$ cat src/rtl/a2d_spi_responder_if.sv
// SPI pins and converter sample handshake of the A2D SPI responder.
// The slave modport is the responder's view; master is the initiator/converter side.
interface a2d_spi_responder_if;
  logic        SS_n;
  logic        SCLK;
  logic        MOSI;
  logic        MISO;
  logic        smpl_req;
  logic [2:0]  smpl_chnl;
  logic        smpl_vld;
  logic [11:0] smpl_data;
  logic        frm_err;
  logic        busy;

  modport slave (
    input  SS_n, SCLK, MOSI, smpl_vld, smpl_data,
    output MISO, smpl_req, smpl_chnl, frm_err, busy
  );

  modport master (
    output SS_n, SCLK, MOSI, smpl_vld, smpl_data,
    input  MISO, smpl_req, smpl_chnl, frm_err, busy
  );
endinterface

$ cat src/rtl/a2d_spi_responder.sv
// SPI responder for an A2D converter: 16-bit frames, one-frame response pipeline.
// Optional macro A2D_RESP_INV_EN models an inverted-output converter.
module a2d_spi_responder (
  input  logic                    clk,
  input  logic                    rst,
  a2d_spi_responder_if.slave      bus,
  output logic [1:0]              state_dbg
);

  typedef enum logic [1:0] {
    ST_IDLE  = 2'd0,
    ST_SHIFT = 2'd1,
    ST_WAIT  = 2'd2
  } state_t;

`ifdef A2D_RESP_INV_EN
  localparam logic [11:0] OVERRUN_VAL = 12'h000;
  logic [11:0] sample_val;
  assign sample_val = ~bus.smpl_data;
`else
  localparam logic [11:0] OVERRUN_VAL = 12'hFFF;
  logic [11:0] sample_val;
  assign sample_val = bus.smpl_data;
`endif

  state_t      state, state_nxt;
  logic        ss_s1, ss_s2, ss_s3;
  logic        sclk_s1, sclk_s2, sclk_s3;
  logic        mosi_s1, mosi_s2;
  logic        rst_q, ss_armed;
  logic [4:0]  bit_cnt;
  logic [15:0] tx_shift;
  logic [2:0]  chnl_shift;
  logic [11:0] resp_reg;
  logic [2:0]  chnl_q;
  logic        req_q, err_q;

  logic        ss_fall, ss_rise, sclk_rise, sclk_fall;
  logic        load_tx, load_resp, req_set, err_set;
  logic [15:0] tx_val;
  logic [11:0] resp_val;

  always_ff @(posedge clk) begin
    if (rst) begin
      ss_s1    <= 1'b1;
      ss_s2    <= 1'b1;
      ss_s3    <= 1'b1;
      sclk_s1  <= 1'b0;
      sclk_s2  <= 1'b0;
      sclk_s3  <= 1'b0;
      mosi_s1  <= 1'b0;
      mosi_s2  <= 1'b0;
      rst_q    <= 1'b1;
      ss_armed <= 1'b0;
    end else begin
      ss_s1    <= bus.SS_n;
      ss_s2    <= ss_s1;
      ss_s3    <= ss_s2;
      sclk_s1  <= bus.SCLK;
      sclk_s2  <= sclk_s1;
      sclk_s3  <= sclk_s2;
      mosi_s1  <= bus.MOSI;
      mosi_s2  <= mosi_s1;
      rst_q    <= 1'b0;
      // Arm only once a genuinely sampled SS_n high has been seen, so a select
      // still held low across reset release is not mistaken for a new frame.
      if (!rst_q && ss_s1) ss_armed <= 1'b1;
    end
  end

  assign ss_fall   = ss_armed & ss_s3 & ~ss_s2;
  assign ss_rise   = ~ss_s3 & ss_s2;
  assign sclk_rise = ~sclk_s3 & sclk_s2;
  assign sclk_fall = sclk_s3 & ~sclk_s2;

  always_ff @(posedge clk) begin
    if (rst) state <= ST_IDLE;
    else     state <= state_nxt;
  end

  // Sample handshake: smpl_req is a one-cycle request carrying smpl_chnl; the
  // converter answers later with a one-cycle smpl_vld and smpl_data. There is
  // no backpressure; a smpl_vld arriving while not in WAIT is dropped.
  always_comb begin
    state_nxt = state;
    load_tx   = 1'b0;
    tx_val    = 16'h0000;
    load_resp = 1'b0;
    resp_val  = resp_reg;
    req_set   = 1'b0;
    err_set   = 1'b0;
    case (state)
      ST_IDLE: begin
        if (ss_fall) begin
          load_tx   = 1'b1;
          tx_val    = {4'h0, resp_reg};
          state_nxt = ST_SHIFT;
        end
      end
      ST_SHIFT: begin
        if (ss_rise) begin
          if (bit_cnt == 5'd16) begin
            req_set   = 1'b1;
            state_nxt = ST_WAIT;
          end else begin
            err_set   = 1'b1;
            state_nxt = ST_IDLE;
          end
        end
      end
      ST_WAIT: begin
        if (ss_fall) begin
          load_tx   = 1'b1;
          tx_val    = {4'h0, OVERRUN_VAL};
          load_resp = 1'b1;
          resp_val  = OVERRUN_VAL;
          state_nxt = ST_SHIFT;
        end else if (bus.smpl_vld) begin
          load_resp = 1'b1;
          resp_val  = sample_val;
          state_nxt = ST_IDLE;
        end
      end
      default: state_nxt = ST_IDLE;
    endcase
  end

  always_ff @(posedge clk) begin
    if (rst) begin
      bit_cnt    <= 5'd0;
      tx_shift   <= 16'h0000;
      chnl_shift <= 3'h0;
      resp_reg   <= 12'h000;
      chnl_q     <= 3'h0;
      req_q      <= 1'b0;
      err_q      <= 1'b0;
    end else begin
      req_q <= req_set;
      err_q <= err_set;
      if (load_resp) resp_reg <= resp_val;
      if (req_set)   chnl_q   <= chnl_shift;
      if (load_tx) begin
        tx_shift <= tx_val;
        bit_cnt  <= 5'd0;
      end else if (state == ST_SHIFT) begin
        if (sclk_rise) begin
          // Received bits 2..4 (MSB first) are command bits [13:11].
          if (bit_cnt >= 5'd2 && bit_cnt <= 5'd4)
            chnl_shift <= {chnl_shift[1:0], mosi_s2};
          if (bit_cnt != 5'd17) bit_cnt <= bit_cnt + 5'd1;
        end
        if (sclk_fall) tx_shift <= {tx_shift[14:0], 1'b0};
      end
    end
  end

  assign bus.MISO      = ~rst & (state == ST_SHIFT) & tx_shift[15];
  assign bus.busy      = ~rst & (state != ST_IDLE);
  assign bus.smpl_req  = ~rst & req_q;
  assign bus.frm_err   = ~rst & err_q;
  assign bus.smpl_chnl = rst ? 3'h0 : chnl_q;
  assign state_dbg     = state;

endmodule

$ cat src/flat_wrapper.sv
// flat-port wrapper written by rule: the top's interface ports become plain ports
module a2d_spi_responder_flat 
  (clk, rst, state_dbg, bus_SS_n, bus_SCLK, bus_MOSI, bus_smpl_vld, bus_smpl_data, bus_MISO, bus_smpl_req, bus_smpl_chnl, bus_frm_err, bus_busy);
  a2d_spi_responder_if bus_i ();
  input  logic clk;
  input  logic rst;
  output logic [1:0] state_dbg;
  input wire logic [$bits(bus_i.SS_n)-1:0] bus_SS_n;
  input wire logic [$bits(bus_i.SCLK)-1:0] bus_SCLK;
  input wire logic [$bits(bus_i.MOSI)-1:0] bus_MOSI;
  input wire logic [$bits(bus_i.smpl_vld)-1:0] bus_smpl_vld;
  input wire logic [$bits(bus_i.smpl_data)-1:0] bus_smpl_data;
  output wire logic [$bits(bus_i.MISO)-1:0] bus_MISO;
  output wire logic [$bits(bus_i.smpl_req)-1:0] bus_smpl_req;
  output wire logic [$bits(bus_i.smpl_chnl)-1:0] bus_smpl_chnl;
  output wire logic [$bits(bus_i.frm_err)-1:0] bus_frm_err;
  output wire logic [$bits(bus_i.busy)-1:0] bus_busy;
  assign bus_i.SS_n = bus_SS_n;
  assign bus_i.SCLK = bus_SCLK;
  assign bus_i.MOSI = bus_MOSI;
  assign bus_i.smpl_vld = bus_smpl_vld;
  assign bus_i.smpl_data = bus_smpl_data;
  assign bus_MISO = bus_i.MISO;
  assign bus_smpl_req = bus_i.smpl_req;
  assign bus_smpl_chnl = bus_i.smpl_chnl;
  assign bus_frm_err = bus_i.frm_err;
  assign bus_busy = bus_i.busy;
  a2d_spi_responder u_core (.clk(clk), .rst(rst), .bus(bus_i), .state_dbg(state_dbg));
endmodule
$ cat config.mk
export PLATFORM = sky130hd
export DESIGN_NAME = a2d_spi_responder_flat
export DESIGN_NICKNAME = d
export VERILOG_FILES = /design/src/rtl/a2d_spi_responder_if.sv /design/src/rtl/a2d_spi_responder.sv /design/src/flat_wrapper.sv
export SDC_FILE = /design/constraint.sdc
export NUM_CORES = 1
export LEC_CHECK = 0
export CAP_MARGIN = 20
export CELL_PAD_IN_SITES_DETAIL_PLACEMENT = 1
export CELL_PAD_IN_SITES_GLOBAL_PLACEMENT = 1
export CORE_MARGIN = 2
export CORE_UTILIZATION = 42
export DETAILED_ROUTE_END_ITERATION = 8
export GPL_TIMING_DRIVEN = 0
export PLACE_DENSITY_LB_ADDON = 0.12
export SYNTH_ARGS = -nofsm -noshare
export SYNTH_HDL_FRONTEND = slang
export SYNTH_SLANG_ARGS = --single-unit
$ cat constraint.sdc
create_clock -name clk -period 1.8 [get_ports clk]
set_clock_uncertainty 0.05 [all_clocks]
set_input_delay 0.27 -clock clk [delete_from_list [all_inputs] [get_ports clk]]
set_output_delay 0.27 -clock clk [all_outputs]
set_load 0.02 [all_outputs]
==> impl_metrics.csv, run 1 <==
group,metric,value,unit
timing,slew_violations,0,
layout,largest_reg_flops,16,
global_routing,grt_overflow,0,
placed_design,gp_congestion,0.765,
power,vdd.ir_drop.worst,0.623,mV
clock_tree,numCtsBuffers,5,
worst_setup_path,max_stage_delay,580,ps
synthesis,synth-seq-area-share,46.0,%
synthesis,synth-edff-count,0,
worst_setup_path,arrival,1850,ps
placed_design,numPortBuffers,26,
floorplan,ioPinCount,27,
run,drv_cap,0,
timing,min_period,1710,ps
synthesis,synth.largest_area_cell,"dfxtp_1",
floorplan,die-height,78.1,µm
clock_tree,cts_tree,"yes",
placed_design,hpwlAfterDp,3730,µm
clock_tree,clock_sinks,53,
timing,setup_viol,0,
worst_setup_path,required,1940,ps
power,p_leak,0.937,nW
global_routing,grt_pass1_vias,1814,
worst_setup_path,critPathSlowestCell,"or4bb_4",
global_routing,grt_pass1_wl,8940,µm
synthesis,ys_ff_latch,53,
synthesis,post-synth-top-count-cell,"dfxtp_1",
synthesis,netlist.area_leader.share,46.0,%
layout,nNetsFinal,305,
clock_tree,cts-root-buf,"clkbuf_8",
global_routing,gr-usage-all-layers,18.1,%
timing,slew_headroom,64.3,%
clock_tree,cts-hold-fix-buffers,0,
drt,wl,5300,µm
timing,rsz0062_at_grt,"no",
timing,finalHoldViolCount,0,
clock_tree,htree_levels,2,
worst_setup_path,crit_path_end_kind,"flip-flop",
timing,max_freq,586,MHz
floorplan,die_w,78.1,µm
drt,drc,0,
synthesis,ys_top_cells_by_count,"dfxtp_1 (53), nand2_1 (21), o21ai_0 (19)",
drt,drt_first_pass_iters,4,
layout,layout-drive-gt1-share,16.1,%
worst_setup_path,cpLargestDelayFamily,"simple AND/OR/NAND/NOR gates",
drt,via_count,1880,
drt,drtIter0Drc,108,
outcome,status,"finished, final reports clean",
power,p_total,2.12,mW
synthesis,synthFlopType,"dfxtp_1",
worst_setup_path,startpoint_type,"flip-flop",
worst_hold_path,hold_class,"primary input to flip-flop",
floorplan,die_area,6100,µm²
power,power.density,745,nW/µm²
drt,final_antenna_net_count,0,
worst_setup_path,cp_cell_sequence,"inv_1 -> ha_1 -> or4bb_4 -> o21ai_0 -> a21oi_1",
synthesis,yosysWarningCount,0,
synthesis,synth_area,2310,µm²
synthesis,ys_types,37,
worst_setup_path,worst-setup-path-type,"flip-flop to flip-flop",
clock_tree,clk_path_buf_depth,2,
clock_tree,clkSlewWorstSetupHoldPaths,90,ps
synthesis,synthArstFlopShare,0,%
worst_setup_path,crit_path_max_fanout,6,
synthesis,avgSynthCellArea,9.23,µm²
floorplan,coreArea,5200,µm²
synthesis,synthesis.nets,271,
timing,fin_crit_sh,94.8,%
floorplan,num_rows,26,
synthesis,synth_area_leaders,"dfxtp_1 (46%), and4bb_2 (6.5%), o21ai_0 (4.1%)",
timing,setup_tns,0,ps
timing,worst_slew_pin_slew,531,ps
global_routing,grt_max_degree,16,
worst_setup_path,path_buf_inv,1,
layout,area_growth,23.2,%
global_routing,antenna_found_initial,0,
drt,routed_via_density,5.30,
floorplan,start_util,44.3,%
layout,antenna_cells,0,
clock_tree,clk_latency,300,ps
synthesis,syn_inst,250,
drt,wire_per_inst,14.9,µm
-- cell usage in the layout (no fill, tap or decap), drive strengths merged, types with 3 or more instances in the layout --
master and n:
a211oi 12, or2 3, buf 11, nor2 5, a31oi 11, and4bb 12, dlygate4sd2 6, dfxtp 53
nand2 21, nor2b 10, nand3 16, a21oi 15, o21ai 19, mux2i 4, clkbuf 17, nor4bb 6
nand2b 6, clkdlybuf4s50 18, nand4bb 3, ha 3, inv 16
-- what timing repair did --
item | 4_1_cts | 5_1_grt
pin swaps | 1 | 1
resized for setup | 27 | 11
setup buffers | 0 | 2
setup endpoints to repair | 7 | 8
-- metrics by stage --
step / setup slack (ps) / instance area (µm²) / hold WS (ps) / cells / util [%]
2_1_floorplan: 30.4 / 2310 / 248 / 250 / -
3_3_place_gp: -911 / 2660 / 366 / 346 / 51.0
3_5_place_dp: -900 / 2660 / 378 / 346 / 51.0
4_1_cts: 11.1 / 2800 / 305 / 354 / 53.8
5_1_grt: 6.27 / 2840 / 303 / 355 / 54.6
6_report: 92.8 / 2840 / 303 / 355 / 54.6
-- routing by layer --
layer	wire (µm)	track usage [%]	part of all wire, %
met4	43	5.26	0.81
met3	168	3.68	3.2
met2	2360	27.9	45
met5	0	0	0
met1	2730	25.7	51
-- cell type report --
class | count | area (µm²)
Fill cell | 629 | 2360
Multi-Input combinational cell | 162 | 1120
Sequential cell | 53 | 1060
Timing Repair Buffer | 28 | 267
Buffer | 18 | 123
Tap cell | 70 | 87.6
Clock buffer | 7 | 86.3
Inverter | 16 | 60.1
Clock inverter | 1 | 30.0
-- worst paths after layout --
| path | from | endpoint | slack (ps) | depth (start not counted) |
|---|---|---|---|---|
| min | rst | u_core.rst_q$_DFF_P_ | 300 | 1 |
| max | u_core.bit_cnt[0]$_SDFFE_PP0P_ | u_core.chnl_q[1]$_SDFFE_PP0P_ | 90 | 5 |
| max reg2reg | u_core.bit_cnt[0]$_SDFFE_PP0P_ | u_core.chnl_q[1]$_SDFFE_PP0P_ | 90 | 5 |
| min reg2reg | u_core.mosi_s1$_SDFF_PP0_ | u_core.mosi_s2$_SDFF_PP0_ | 390 | 1 |
-- power by group --
group / switching, mW / total (mW) / internal (mW)
clock: 0.374 / 0.828 / 0.454
combinational: 0.0435 / 0.102 / 0.0581
sequential: 0.00759 / 1.19 / 1.18
total: 0.425 / 2.12 / 1.69
-- cells by family after synthesis --
| kind of cell | count (synthesis) | synth area share, % |
|---|---|---|
| buffers and inverters | 35 | 6.40 |
| and+or+nand+nor | 95 | 28.9 |
| AOI/OAI and AO/OA | 60 | 15.3 |
| adders and majority gates | 3 | 1.63 |
| muxes | 4 | 1.74 |
| DFF | 53 | 46.0 |
-- worst register-to-register path, delay by kind of cell, from the launching register on --
family                     cells  cell delay, ps
DFF                            1             370
and+or+nand+nor                1             580
buffers and inverters          1              90
adders and majority gates      1             190
AOI/OAI and AO/OA              2             310
No activity file was read; power rests on OpenSTA's default activity.
==> run 2, diff against run 1 <==
SKIP_CTS_REPAIR_TIMING = 1   (was default)
==> run 2 against run 1 <==
Critical path type is now primary input to output port. Sequential power about the same. Sequential cell count unchanged. Via count fell by 0.37%. Routed wire length is 0.74% higher. Largest cell class unchanged.
==> impl_metrics.csv, run 2 (same netlist as run 1, synthesis figures left out) <==
group,metric,value,unit
placed_design,hpwlAfterDp,3730,µm
global_routing,grt_overflow,0,
layout,layout_common_cells,"dfxtp_1 (52), nand2_1 (21), clkdlybuf4s50_1 (20), o21ai_0 (19)",
layout,antenna_cells,0,
clock_tree,numCtsBuffers,5,
drt,wl_met1,2740,µm
worst_setup_path,crit_path_max_fanout,10,
layout,area_growth,23.4,%
power,vdd.ir_drop.worst,0.640,mV
global_routing,grt_max_degree,16,
worst_hold_path,hold_class,"primary input to flip-flop",
power,power.density,744,nW/µm²
timing,worst_slew_pin_slew,531,ps
drt,drt_first_pass_iters,4,
floorplan,num_rows,26,
placed_design,numPortBuffers,26,
worst_setup_path,required,1480,ps
run,drv_cap,0,
drt,met3_length,167,µm
drt,final_antenna_net_count,0,
floorplan,start_util,44.3,%
timing,min_period,1730,ps
floorplan,die_area,6100,µm²
drt,drtIter0Drc,89,
layout,largest_reg_flops,16,
outcome,status,"finished, final reports clean",
drt,via_count,1873,
worst_setup_path,critPathSlowestCell,"clkdlybuf4s50_1",
worst_setup_path,startpoint_type,"primary input",
clock_tree,clkSlewWorstSetupHoldPaths,90,ps
drt,wire_per_inst,15.0,µm
clock_tree,htree_levels,2,
worst_setup_path,arrival,1410,ps
floorplan,coreArea,5200,µm²
placed_design,place_area,2660,µm²
worst_setup_path,rrSetupSlack,90,ps
worst_setup_path,cp_cell_sequence,"dlymetal6s2s_1 -> buf_2 -> nor2b_1 -> clkdlybuf4s50_1",
layout,fillers,626,
layout,layout-drive-gt1-share,15.8,%
drt,wl,5340,µm
drt,routed.top_layer,"met4",
floorplan,ioPinCount,27,
timing,max_freq,578,MHz
worst_setup_path,worst-setup-path-type,"primary input to output port",
layout,stdcell_count,355,
timing,slew_violations,0,
layout,nNetsFinal,305,
placed_design,dpl.cell_count,346,
worst_setup_path,max_stage_delay,610,ps
placed_design,gp_congestion,0.765,
global_routing,grt_pass1_vias,1825,
timing,slew_headroom,64.3,%
floorplan,die-height,78.1,µm
clock_tree,clock_sinks,53,
floorplan,die_w,78.1,µm
timing,finalHoldViolCount,0,
clock_tree,cts-root-buf,"clkbuf_8",
timing,fin_crit_sh,96.2,%
drt,drc,0,
global_routing,grt_pass1_wl,8910,µm
global_routing,gr-usage-all-layers,18.1,%
drt,routed_via_density,5.28,
drt,route.met2.wl,2380,µm
power,p_leak,0.991,nW
layout,fin_area,2850,µm²
clock_tree,clk_path_buf_depth,2,
clock_tree,clk_latency,300,ps
clock_tree,cts_tree,"yes",
worst_setup_path,crit_path_end_kind,"output port",
global_routing,antenna_found_initial,0,
layout,final_common_cell,"dfxtp_1",
timing,setup_viol,0,
run 2: layout make-up:
cell class	count	area, µm²	share of cell area (%)
Multi-Input combinational cell	162	1120	39.5
Sequential cell	53	1060	37.4
Timing Repair Buffer	28	285	10.0
Buffer	18	109	3.82
Tap cell	70	87.6	3.08
Clock buffer	7	86.3	3.03
Inverter	16	60.1	2.11
Clock inverter	1	30.0	1.05
run 2: power breakdown:
group	internal [mW]	switching, mW	total (mW)
registers	1.18	0.00754	1.19
logic	0.0576	0.0437	0.101
clock network	0.454	0.375	0.829
total	1.69	0.427	2.12
run 2: routing by layer:
metal	GRT usage [%]	vias up
li1	-	951
met4	5.26	0
met1	25.7	888
met3	3.68	5
met5	0	-
met2	27.8	29
run 2: final timing paths:
| kind | startpoint | to | cells after the start |
|---|---|---|---|
| worst min-delay path | rst | u_core.rst_q$_DFF_P_ | 1 |
| worst max-delay path | rst | bus_smpl_req | 4 |
| worst max register to register | u_core.bit_cnt[0]$_SDFFE_PP0P_ | u_core.chnl_q[1]$_SDFFE_PP0P_ | 5 |
| worst min register to register | u_core.mosi_s1$_SDFF_PP0_ | u_core.mosi_s2$_SDFF_PP0_ | 1 |
run 2: through the flow:
stage               util (%)  total power [mW]  setup WS (ps)  setup TNS, ps  hold slack (ps)
floorplan                  -              1.26           30.4              0              248
finish                  54.7              2.12           68.5              0              185
CTS                     53.2              2.14           -932          -3660              401
global placement        51.0              1.32           -911          -8700              366
global route            54.7              2.20          -3.19          -5.91              187
detailed placement      51.0              1.32           -900          -8770              378
run 2: worst max-delay path, delay by kind of cell:
kind	cells	cell delay [ps]
and+or+nand+nor	1	130
buffers and inverters	3	1010
